--- src/rtl/ring_monitor.sv ---
// Checks a one-hot ring counter's rotating output. It locks after a run of correct
// advances, then tracks the phase index and revolutions, and flags sequence errors.
module ring_monitor #(
  parameter int WIDTH         = 4,
  parameter int LOCK_CYCLES   = 2,
  parameter int BAD_LIMIT     = 4,
  parameter int RESYNC_CYCLES = 2,
  parameter int CNT_W         = 8
) (
  input  logic                     clk,
  input  logic                     rst,
  input  logic [WIDTH-1:0]         phase_in,
  output logic                     locked,
  output logic [$clog2(WIDTH)-1:0] cur_index,
  output logic                     err_pulse,
  output logic [CNT_W-1:0]         err_count,
  output logic [CNT_W-1:0]         rev_count,
  output logic                     resync_req
);

  localparam int IDX_W  = $clog2(WIDTH);
  localparam int GOOD_W = $clog2(LOCK_CYCLES + 1);
  localparam int BAD_W  = $clog2(BAD_LIMIT + 1);
  localparam int RS_W   = $clog2(RESYNC_CYCLES + 1);

  typedef enum logic [1:0] {SEARCH, CONFIRM, LOCKED, RESYNC} state_t;

  state_t            state, state_d;
  logic [WIDTH-1:0]  prev, prev_d;
  logic [GOOD_W-1:0] good_cnt, good_d;
  logic [BAD_W-1:0]  bad_cnt, bad_d;
  logic [RS_W-1:0]   rs_cnt, rs_d;
  logic              locked_d, errp_d, resync_d;
  logic [IDX_W-1:0]  idx_d;
  logic [CNT_W-1:0]  errc_d, revc_d;

  logic [WIDTH-1:0]  next_p;
  logic              advance, legal, good_hit, bad_hit, rs_hit;

  function automatic logic [IDX_W-1:0] to_index(input logic [WIDTH-1:0] x);
    logic [IDX_W-1:0] idx;
    idx = '0;
    for (int i = 0; i < WIDTH; i++)
      if (x[i]) idx = IDX_W'(i);
    return idx;
  endfunction

  // prev always holds a one-hot value here, so matching its rotation implies legality
  assign next_p   = {prev[WIDTH-2:0], prev[WIDTH-1]};
  assign advance  = (phase_in == next_p);
  assign legal    = $onehot(phase_in);
  assign good_hit = (good_cnt + 1'b1) == GOOD_W'(LOCK_CYCLES);
  assign bad_hit  = (bad_cnt + 1'b1) == BAD_W'(BAD_LIMIT);
  assign rs_hit   = (rs_cnt + 1'b1) == RS_W'(RESYNC_CYCLES);

  always_comb begin
    state_d  = state;
    prev_d   = prev;
    good_d   = good_cnt;
    bad_d    = bad_cnt;
    rs_d     = rs_cnt;
    locked_d = locked;
    idx_d    = cur_index;
    errp_d   = 1'b0;
    errc_d   = err_count;
    revc_d   = rev_count;
    resync_d = resync_req;
    case (state)
      SEARCH: begin
        if (legal) begin
          prev_d  = phase_in;
          good_d  = '0;
          state_d = CONFIRM;
        end else begin
          bad_d = bad_cnt + 1'b1;
          if (bad_hit) begin
            state_d  = RESYNC;
            resync_d = 1'b1;
            rs_d     = '0;
          end
        end
      end
      CONFIRM: begin
        if (advance) begin
          prev_d = phase_in;
          good_d = good_cnt + 1'b1;
          if (good_hit) begin
            state_d  = LOCKED;
            locked_d = 1'b1;
            bad_d    = '0;
            idx_d    = to_index(phase_in);
          end
        end else begin
          bad_d = bad_cnt + 1'b1;
          if (bad_hit) begin
            state_d  = RESYNC;
            resync_d = 1'b1;
            rs_d     = '0;
          end else begin
            state_d = SEARCH;
          end
        end
      end
      LOCKED: begin
        if (advance) begin
          prev_d = phase_in;
          idx_d  = to_index(phase_in);
          if (prev[WIDTH-1]) revc_d = rev_count + 1'b1;
        end else begin
          // The offending sample is discarded; acquisition restarts on the next one
          errp_d   = 1'b1;
          if (err_count != '1) errc_d = err_count + 1'b1;
          locked_d = 1'b0;
          idx_d    = '0;
          state_d  = SEARCH;
        end
      end
      RESYNC: begin
        if (rs_hit) begin
          rs_d     = '0;
          bad_d    = '0;
          resync_d = 1'b0;
          state_d  = SEARCH;
        end else begin
          rs_d = rs_cnt + 1'b1;
        end
      end
      default: state_d = SEARCH;
    endcase
  end

  always_ff @(posedge clk or posedge rst) begin
    if (rst) begin
      state      <= SEARCH;
      prev       <= '0;
      good_cnt   <= '0;
      bad_cnt    <= '0;
      rs_cnt     <= '0;
      locked     <= 1'b0;
      cur_index  <= '0;
      err_pulse  <= 1'b0;
      err_count  <= '0;
      rev_count  <= '0;
      resync_req <= 1'b0;
    end else begin
      state      <= state_d;
      prev       <= prev_d;
      good_cnt   <= good_d;
      bad_cnt    <= bad_d;
      rs_cnt     <= rs_d;
      locked     <= locked_d;
      cur_index  <= idx_d;
      err_pulse  <= errp_d;
      err_count  <= errc_d;
      rev_count  <= revc_d;
      resync_req <= resync_d;
    end
  end

endmodule

--- config.mk ---
export PLATFORM = sky130hd
export DESIGN_NAME = ring_monitor
export DESIGN_NICKNAME = d
export VERILOG_FILES = /design/src/rtl/ring_monitor.sv
export SDC_FILE = /design/constraint.sdc
export NUM_CORES = 1
export LEC_CHECK = 0
export CAP_MARGIN = 20
export CORE_MARGIN = 2
export CORE_UTILIZATION = 49
export DETAILED_ROUTE_END_ITERATION = 7
export GPL_ROUTABILITY_DRIVEN = 0
export PLACE_DENSITY = 0.75
export SETUP_SLACK_MARGIN = 0.15
export SKIP_CTS_REPAIR_TIMING = 1
export SLEW_MARGIN = 0
export SYNTH_ARGS = -nofsm -noshare
export SYNTH_HDL_FRONTEND = slang
export SYNTH_SLANG_ARGS = --single-unit
--- constraint.sdc ---
create_clock -name clk -period 1.62 [get_ports clk]
set_input_delay 0.324 -clock clk [delete_from_list [all_inputs] [get_ports clk]]
set_output_delay 0.324 -clock clk [all_outputs]
set_load 0.1 [all_outputs]
==> impl_metrics.env <==
export IMPL_outcome="finished with violations"
export IMPL_violations="setup timing"
export IMPL_crit_path_max_incr_delay_ps=550
export IMPL_synth_top_area_share_pct=43.1
export IMPL_slew_violations=0
export IMPL_setup_ws_ps=-662
export IMPL_first_pass_iters=4
export IMPL_ys_warnings_count=0
export IMPL_highest_layer="met4"
export IMPL_antenna_cells=0
export IMPL_antenna_found_initial=0
export IMPL_start_util_pct=50.0
export IMPL_pre_cts_ws_ps=-1420
export IMPL_die_width_um=67.4
export IMPL_ios=27
export IMPL_num_rows=23
export IMPL_final_min_clock_period_ps=2280
export IMPL_crit_slowest_cell="fa_1"
export IMPL_finalClockSkew_ps=4.25
export IMPL_final_common_cell="buf_4"
export IMPL_start_kind="input pin"
export IMPL_final_core_util_pct=85.7
export IMPL_wl_per_cell_um=19.4
export IMPL_overflow=0
export IMPL_avgSynthCellArea_sq_um=10.5
export IMPL_hpwl_mm=3.53
export IMPL_crit_arrival_ps=2510
export IMPL_core_sq_um=3940
export IMPL_critical_path_peak_fanout=3
export IMPL_seq_area_frac_synth_pct=43.1
export IMPL_drc=0
export IMPL_rsz0062_at_grt="yes"
export IMPL_root_buffer="clkbuf_8"
export IMPL_cts_htree_levels=2
export IMPL_wl_met1_mm=2.38
export IMPL_grt_max_degree=35
export IMPL_power_leakage_nw=1.57
export IMPL_vias=1841
export IMPL_track_usage_pct=22.3
export IMPL_setup_worst_path_class="input pin to flop"
export IMPL_max_cap_violations=0
export IMPL_worstHoldPathType="input pin to async pin"
export IMPL_ant_nets=0
export IMPL_seqCellArea_sq_um=886
export IMPL_ctsLongestPathBuffers=2
export IMPL_syn_nets=207
export IMPL_multi_input_area_sq_um=1330
export IMPL_peakVddDrop_mv=1.30
export IMPL_io_buffers=26
export IMPL_clk_latency_ps=300
export IMPL_clkTransAtPathRegs_ps=70
export IMPL_path_cells="buf_8 -> inv_8 -> fa_1 -> inv_2 -> ha_4 -> ha_4 -> nor3b_4 -> a221o_1 -> buf_6 -> a2111o_1 -> o21ai_2"
export IMPL_nNetsFinal=282
export IMPL_powerDensity_nw_per_um2=1970
export IMPL_fill_cells=176
export IMPL_ys_seq_elements=34
export IMPL_numCtsBuffers=5
export IMPL_cts_tree="built"
export IMPL_clock_sink_count=34
export IMPL_via_per_inst=5.88
export IMPL_synth_cell_types=41
export IMPL_cp_required_ps=1850
export IMPL_synth_area_sq_um=1970
export IMPL_grt_pass1_vias=1586
export IMPL_cp_top_family="adder cells"
export IMPL_area_delta_synth_final_pct=71.3
export IMPL_critPathBufInv=4
export IMPL_max_slew_margin_pct=79.0
export IMPL_synthTopCellsByArea="dfrtp_1 (43%), ha_1 (8.2%), xnor2_1 (4.4%)"
export IMPL_drt_wl_total_mm=6.07
export IMPL_crit_top_cell="ha_4"
export IMPL_grt_pass1_wl_mm=7.46
export IMPL_drive_gt1_share_pct=54.8
export IMPL_tightest_slew_ps=316
export IMPL_wl_met3_um=276
export IMPL_hold_violations=0
export IMPL_setup_violations_final=33
export IMPL_die_area_sq_um=4550
export IMPL_crit_path_end_kind="flop"
export IMPL_max_freq_mhz=438
export IMPL_final_cell_mix="buf_4 (34), buf_12 (22), dfrtp_1 (18)"
export IMPL_die_h_um=67.4
export IMPL_drt_initial_drc_count=157
export IMPL_met2_length_mm=3.24
export IMPL_synth_top_cell_by_area="dfrtp_1"
export IMPL_min_period_over_period_pct=141
export IMPL_syn_inst=187
## cells in the mapped netlist
cell,count
nand3_1,8
clkbuf_1,5
nor2_1,7
a2111o_1,1
a21o_1,1
a31oi_1,4
nor3b_1,3
nand2b_1,2
o221ai_1,1
mux2_2,3
a211oi_1,2
or3_1,1
nand2_1,6
nor2b_1,5
buf_2,3
nand4b_1,1
nand4_1,8
xor2_1,7
fa_1,1
a211o_1,3
a311o_1,2
nor4b_1,1
o21ai_0,6
nor3b_2,1
a221o_1,2
nor4b_4,1
and3_1,4
nor3_1,7
and4_1,1
a21oi_1,4
dfrtp_1,34
mux2_4,4
xnor2_1,10
ha_1,13
nand3b_1,1
o31ai_1,1
inv_1,15
a2bb2oi_1,1
mux2i_1,5
a21boi_0,1
and2_1,1
## kinds of logic after synthesis
logic type      share of synthesized area (%)
simple gates                             17.6
flops                                    43.1
compound gates                           10.5
buf+inv                                  4.57
xor+xnor                                 7.55
fa+ha+maj                                9.26
mux                                      7.30
## worst paths after layout
| kind | to | cells after the start | slack [ps] | from |
|---|---|---|---|---|
| worst max-delay path | bad_cnt[2]$_DFFE_PP0P_ | 11 | -660 | phase_in[0] |
| max in group asynchronous | rev_count[0]$_DFFE_PP0P_ | 3 | 1040 | rst |
| worst min-delay path | err_count[1]$_DFFE_PP0P_ | 3 | 380 | rst |
| worst max register to register | prev[2]$_DFFE_PP0P_ | 5 | -350 | prev[2]$_DFFE_PP0P_ |
| min in group clk | prev[3]$_DFFE_PP0P_ | 3 | 380 | phase_in[3] |
| worst min register to register | bad_cnt[0]$_DFFE_PP0P_ | 1 | 490 | bad_cnt[0]$_DFFE_PP0P_ |
## worst register-to-register path: stages (launching register included)
cell and delay, ps:
dfrtp_1 410, xnor2_1 280, nand4_1 270, buf_4 220, a211o_4 360, mux2_4 310
## final cells by class
cell class,instances,share of cell area (%)
clock buffers,7,2.56
clock inverters,1,0.148
inverters,15,1.96
multi-input cells,130,39.4
flip-flops and latches,34,26.2
well taps,50,1.85
repair buffers,76,27.8
## registers in the layout, summed over array words and instances (netlist names)
register,cells
err_count,8
rev_count,8
prev,4
bad_cnt,3
cur_index,2
good_cnt,2
rs_cnt,2
state,2
err_pulse,1
locked,1
resync_req,1
## power breakdown
group          internal (W)  total (W)  switching [W]  leakage, nW
Combinational       0.00213    0.00451        0.00238         1.10
Clock              0.000343   0.000667       0.000324       0.0482
Sequential          0.00115    0.00148       0.000337        0.415
## metal layers
metal,up-vias,GRT usage (%)
met1,923,25.8
li1,823,-
met4,0,8.67
met5,-,0
met3,18,5.33
met2,77,39.7
## through the flow
| stage | TNS (ps) | area, sq um | hold slack [ps] | std cells | total power, W |
|---|---|---|---|---|---|
| after global placement | -26320 | 2850 | 470 | 287 | 0.00483 |
| after detailed placement | -28890 | 2850 | 489 | 287 | 0.00500 |
| final | -10260 | 3380 | 377 | 313 | 0.00666 |
| after floorplan | -8060 | 2130 | 457 | 187 | 0.00373 |
| after CTS | -18740 | 2940 | 397 | 295 | 0.00565 |
| after global routing | -11330 | 3380 | 395 | 313 | 0.00696 |
No activity file was read; power rests on OpenSTA's default activity.
